<file path="src/rtl/fp8_to_fixed.sv">
// FP8 (1s/3e bias 3/4m) to signed fixed point, LSB weight 2^-6.
// Iterative shifter, one bit per clock, valid/ready on both sides.
module fp8_to_fixed #(
    parameter int OUT_W = 12
) (
    input  logic             clk,
    input  logic             rst,
    input  logic [7:0]       in_fp,
    input  logic             in_valid,
    output logic             in_ready,
    output logic [OUT_W-1:0] res,
    output logic             zero,
    output logic             out_valid,
    input  logic             out_ready
);

    typedef enum logic [1:0] {
        IDLE,
        SHIFT,
        DONE
    } state_t;

    state_t      state;
    logic        sgn;
    logic [10:0] mag_r;
    logic [2:0]  cnt;

    logic [2:0]       e;
    logic [3:0]       m;
    logic [10:0]      load_mag;
    logic [2:0]       load_cnt;
    logic [OUT_W-1:0] mag_ext;
    logic [OUT_W-1:0] res_next;

    assign e = in_fp[6:4];
    assign m = in_fp[3:0];

    always_comb begin
        load_mag = {7'd0, m};
        load_cnt = 3'd0;
        if (e != 3'd0) begin
            load_mag = {6'd0, 1'b1, m};
        end
        if (e > 3'd1) begin
            load_cnt = e - 3'd1;
        end
    end

    // Negating a zero magnitude yields zero, so -0 cannot appear.
    assign mag_ext  = {{(OUT_W-11){1'b0}}, mag_r};
    assign res_next = sgn ? (~mag_ext + 1'b1) : mag_ext;

    always_ff @(posedge clk) begin
        if (rst) begin
            state     <= IDLE;
            in_ready  <= 1'b1;
            out_valid <= 1'b0;
            res       <= '0;
            zero      <= 1'b0;
            mag_r     <= '0;
            cnt       <= '0;
            sgn       <= 1'b0;
        end else begin
            unique case (state)
                IDLE: begin
                    if (in_valid && in_ready) begin
                        sgn      <= in_fp[7];
                        mag_r    <= load_mag;
                        cnt      <= load_cnt;
                        in_ready <= 1'b0;
                        state    <= (load_cnt != 3'd0) ? SHIFT : DONE;
                    end
                end
                SHIFT: begin
                    mag_r <= mag_r << 1;
                    cnt   <= cnt - 3'd1;
                    if (cnt == 3'd1) begin
                        state <= DONE;
                    end
                end
                DONE: begin
                    // First DONE cycle registers the result; it then holds.
                    if (!out_valid) begin
                        res       <= res_next;
                        zero      <= (mag_r == 11'd0);
                        out_valid <= 1'b1;
                    end else if (out_ready) begin
                        out_valid <= 1'b0;
                        in_ready  <= 1'b1;
                        state     <= IDLE;
                    end
                end
                default: begin
                    state     <= IDLE;
                    in_ready  <= 1'b1;
                    out_valid <= 1'b0;
                end
            endcase
        end
    end

endmodule

</file>
<file path="config.mk">
export PLATFORM = sky130hd
export DESIGN_NAME = fp8_to_fixed
export DESIGN_NICKNAME = d
export VERILOG_FILES = /design/src/rtl/fp8_to_fixed.sv
export SDC_FILE = /design/constraint.sdc
export NUM_CORES = 1
export LEC_CHECK = 0
export ABC_AREA = 1
export ABC_CLOCK_PERIOD_IN_PS = 2400
export CORE_MARGIN = 10
export CORE_UTILIZATION = 40
export CTS_CLUSTER_DIAMETER = 50
export DETAILED_ROUTE_END_ITERATION = 12
export GPL_ROUTABILITY_DRIVEN = 1
export GPL_TIMING_DRIVEN = 0
export SLEW_MARGIN = 30
export SYNTH_ARGS = -nofsm -noshare
export SYNTH_HDL_FRONTEND = slang
export SYNTH_SLANG_ARGS = --single-unit
</file>
<file path="constraint.sdc">
create_clock -name clk -period 2.4 [get_ports clk]
set_input_delay 0.6 -clock clk [delete_from_list [all_inputs] [get_ports clk]]
set_output_delay 0.6 -clock clk [all_outputs]
set_load 0.02 [all_outputs]
</file>
======== Word level (Yosys, flattened, before mapping) ========
Index checks and enable logic that the tools add are counted.
Widths: inputs -> output; s select.
storage, ports and cells
  register bits ........................... 32
  word-level logic and storage cells ...... 54
  output and inout bits ................... 15
operators by class
  $add $sub $neg .......................... 3
  magnitude comparators ................... 1
  reductions and logical operators ........ 12
  equality and inequality tests ........... 7
  mux-type cells .......................... 20
  bitwise operators ....................... 3
operators by type and width
  operator               count
  $pmux 11 s2            1
  $add 12x1->12 const B  1
  $mux 12                1
  $not 11->12            1
  $logic_not 11->1       1
  $mux 11                1
  $mux 2                 5
  $ne 2x2->1 const B     4
  $reduce_and 4->1       2
  $mux 3                 2
  $pmux 2 s3             1
  $pmux 3 s2             1
  $reduce_and 2->1       3
  $reduce_bool 3->1      2
  $sub 3x1->3 const B    2
  $mux 1                 5
  $mux 5                 1
  $eq 3x1->1 const B     1
  $gt 3x1->1 const B     1
  $pmux 1 s3             1
  $eq 2x1->1 const B     1
  $eq 2x2->1 const B     1
  $logic_not 2->1        1
  $not 1->1              2
  4 further kinds        4

======== Logic depth before layout (Yosys ltp) ========
  depth in word-level cells ............... 6
  gate-level depth with buffers ........... 9
  mapped depth without buffers ............ 9

======== Least setup slack after synthesis ========
Ideal clock, no wire load.
  path kind ............................... input to register
  start ................................... input in_fp[5]
  end ..................................... register state[1]
  library setup time ...................... 0.132 ns
  path slack .............................. 0.876 ns
  stages on the path ...................... 8
  data arrival time ....................... 1.392 ns
  buffers on the path ..................... 0
  required time ........................... 2.268 ns
  cells stage by stage .................... inv_1 ha_1 o21ai_0 nand2_1 nand2_1 nand2_1 nand2_1 a21oi_1
between the ends
  word-level cells in the longest chain between the ends .. 6
  elaborated cells on any way between the ends .. 7
  classes of those cells .................. add/sub: 1; order compare: 1; mux: 4; reduce/logical: 1
RTL lines
  what                                       RTL line  text
  from (decl)                                8         input logic [7:0] in_fp,
  $sub 3x1->3 or $gt 3x1->1 (tied branches)  45, 44
  $mux 3 *                                   44        if (e > 3'd1) begin
  $reduce_bool 3->1 *                        71        state <= (load_cnt != 3'd0) ? SHIFT : DONE;
  $mux 2 *                                   71
  $mux 2 *                                   66        if (in_valid && in_ready) begin
  $pmux 2 s3 *                               64        unique case (state)
  to (signal assigned)                       71
  to (decl)                                  23        state_t state;
Every way passes the cells marked *; elsewhere a longest branch is shown, timed or not. The select of a mux whose other input is x is not followed.
A chain may end at the register's enable or synchronous reset.

======== Worst setup path after layout ========
Same ends and word-level chain as after synthesis.

==> metrics.yaml <==
floorplanning:
  floorplan.initialDensity_pct: 41.29
  die_h_um: 84.26
  ios: 27
  core_mm2: 0.004000
  die_x_um: 84.26
  die_area_mm2: 0.007099
  rows: 23
global_routing:
  groute.layer.met1.usage_pct: 13.61
  top_usage_layer: "met2"
  use_met2_pct: 18.53
  grt_overflow: 0
  antenna_found_initial: 0
  grt_max_degree: 11
  use_met3_pct: 4.058
  grt_pass1_wl_um: 6955
  track_usage_pct: 11.69
  grt_pass1_vias: 1526
worst_setup_path:
  cp_slowest_cell: "clkdlybuf4s50_1"
  end_kind: "flip-flop"
  critical_path_class: "input port to flip-flop"
  path_max_fanout: 3
  cp.required_ns: 2.55
  path_common_cell: "nand2_1"
  crit_family: "buffers and inverters"
  r2r_start: "state[1]"
  crit_path_start: "in_fp[5]"
  critPathMaxStageDelay_ns: 0.49
  cp-start-kind: "input port"
  crit_buf_inv: 2
  worstPathArrival_ns: 2.08
  worstPathCellList: "clkdlybuf4s50_1, inv_1, ha_1, o21ai_0, nand2_1, nand2_1, nand2_1, nand2_1, a21oi_1"
timing:
  setup_viol: 0
  worstMarginPinSlew_ns: 0.5027
  hold_viol: 0
  relSlewSlack_pct: 66.49
  fmax_mhz: 517.7
  rsz0062_at_grt: "false"
  period_minus_slack_ns: 1.932
  fin_ws_ns: 0.4683
  fin_crit_sh_pct: 80.49
  setup_tns_ns: 0
  finalMaxSlewViolations: 0
  fin_skew_ns: 0.004496
yosys:
  synth.distinct_cells: 28
  yosys-top-cells-area: "dfxtp_1 39%, nand2_1 15%, a21oi_1 7.6%"
  synth_top_area_share_pct: 38.79
  syn_area_per_cell_um2: 6.998
  ys_seq_area_share_pct: 38.79
  ys_ff_latch: 32
  ys.flop_type: "dfxtp_1"
  ys_warn_count: 0
  async_flop_share_pct: 0
  synth_fp_nets: 254
  yosysTopAreaCell: "dfxtp_1"
  synth_edf_count: 0
  synthCells: 236
  synthesis.area_mm2: 0.001652
clock_network:
  post_cts_buffers: 0
  cts_tree: "yes"
  numCtsBuffers: 5
  clkSinkCount: 32
  cts.reportedPaths.clkPinSlew_ns: 0.06
  hold_buffers: 0
  clk_latency_ns: 0.29
  cts-resized-gates: 0
  h-tree-depth: 2
  cts.root.buffer_cell: "clkbuf_8"
  clockBufferDepth: 2
power:
  power_mw: 2.503
  power_density_mw_per_mm2: 1212
  power.clock.fraction_pct: 17.1
  sw_frac_of_total_pct: 42.03
  p_int_mw: 1.451
  p_comb_share_pct: 48.5
  power.switching_mw: 1.052
  p_seq_share_pct: 34.4
  max-vdd-ir-drop_mv: 0.5992
  p_leak_nw: 0.8936
placed_design:
  place_inst: 312
  hpwl_um: 2935
  routabilityCongestion: 0.8012
  port_buffers: 26
  place_ws_ns: 0.1951
  placed_area_mm2: 0.001974
routing:
  drc: 0
  finalWirelength_um: 3914
  ant_nets: 0
  via_count: 1577
  drtPass1Iterations: 4
  viasPerCell: 4.928
  wl_per_cell_um: 12.23
  drtIter0Drc: 109
final_layout:
  drive_above_1_share_pct: 7.778
  area_growth_pct: 25.00
  final_cell_area_mm2: 0.002064
  diodes: 0
  fin_nets: 287
  fin_cells: 320
hold_path:
  min_from: "mag_r[0]"
  hold_path_class: "flip-flop to flip-flop"
outcome:
  status: "finished, final reports clean"
flow_run:
  drv_cap: 0
cell usage after synthesis (2+ instances only):
cell type  number
nand2_1        65
buf_2           4
o21ai_1         8
nor2_1         10
inv_2           3
xnor2_1         2
a21oi_1        25
ha_1            6
inv_1          24
dfxtp_1        32
clkbuf_1        3
nand4_1         2
nand3_1        16
a31oi_1         5
o21ai_0        11
o211ai_1        2
o21a_1          4
xor2_1          4
flip-flops by register name (all words and copies together), names as in the netlist:
name,flops
out_valid,1
in_ready,1
res,12
mag_r,11
sgn,1
cnt,3
zero,1
state,2
metal layers:
layer | vias to the layer above | part of all wire (%)
li1 | 838 | -
met2 | 39 | 46
met3 | 6 | 8.4
met1 | 694 | 44
met4 | 0 | 1.6
met5 | - | 0
tightest hold or removal path: stages, from the launching register on:
cell and delay [ns]:
dfxtp_1 0.32, nand2_1 0.06, a21oi_1 0.05
power by group through the flow:
stage               sequential (mW)  combinational, mW  clock [mW]
floorplan                     0.957              0.750           0
global placement              0.873               1.22           0
detailed placement            0.872               1.23           0
CTS                           0.861               1.23       0.443
global route                  0.889               1.40       0.466
finish                        0.860               1.21       0.428
final timing paths:
check	cells after the start	to	slack (ns)
worst max-delay path	9	state[1]	0.47
worst min-delay path	2	mag_r[0]	0.48
worst max register to register	6	res[9]	1.11
worst min register to register	2	mag_r[0]	0.48
metrics by stage:
| step | hold slack [ns] | util, % |
|---|---|---|
| floorplan | 0.4524 | - |
| global placement | 0.4680 | 49.36 |
| detailed placement | 0.4746 | 49.36 |
| CTS | 0.4850 | 51.61 |
| global route | 0.5196 | 51.61 |
| finish | 0.4800 | 51.61 |
cell families (layout without fill, tap and decap cells):
kind of cell             count (synthesis)  after routing  share of synthesized area [%]
AO/OA/AOI/OAI                           56             56                          18.41
XOR/XNOR                                 6              6                          3.182
adder cells (fa/ha/maj)                  6              6                          4.545
buffers and inverters                   36             70                          9.091
flip-flops                              32             32                          38.79
AND/OR/NAND/NOR                        100            100                          25.99
placed cells by master (no fill, tap or decap):
| cell type | n |
|---|---|
| nor2_2 | 1 |
| buf_2 | 4 |
| o21ai_0 | 11 |
| a21o_1 | 1 |
| o21ai_1 | 8 |
| clkbuf_8 | 6 |
| dfxtp_1 | 32 |
| inv_2 | 3 |
| nand3_2 | 1 |
| o211ai_1 | 2 |
| nand4_1 | 2 |
| or2_2 | 1 |
| nand2_1 | 65 |
| xnor2_1 | 2 |
| a31oi_1 | 5 |
| buf_6 | 1 |
| nor3_2 | 1 |
| inv_1 | 24 |
| clkdlybuf4s50_1 | 26 |
| nand2_2 | 1 |
| xor2_1 | 4 |
| clkbuf_1 | 5 |
| o21a_1 | 4 |
| ha_1 | 6 |
| nor2_4 | 1 |
| nor3_1 | 1 |
| a21oi_1 | 25 |
| inv_4 | 1 |
| nand3_1 | 16 |
| nor2_1 | 10 |
layout make-up:
class                      count  area [µm²]
sequential                    32       640.6
inverter                      28       107.6
multi-input combinational    168       860.8
clock buffer                   8       90.09
timing repair buffer          26       260.3
fill                         439        1936
tap                           50       62.56
buffer                         8       42.54
(Power assumes the default switching activity.)
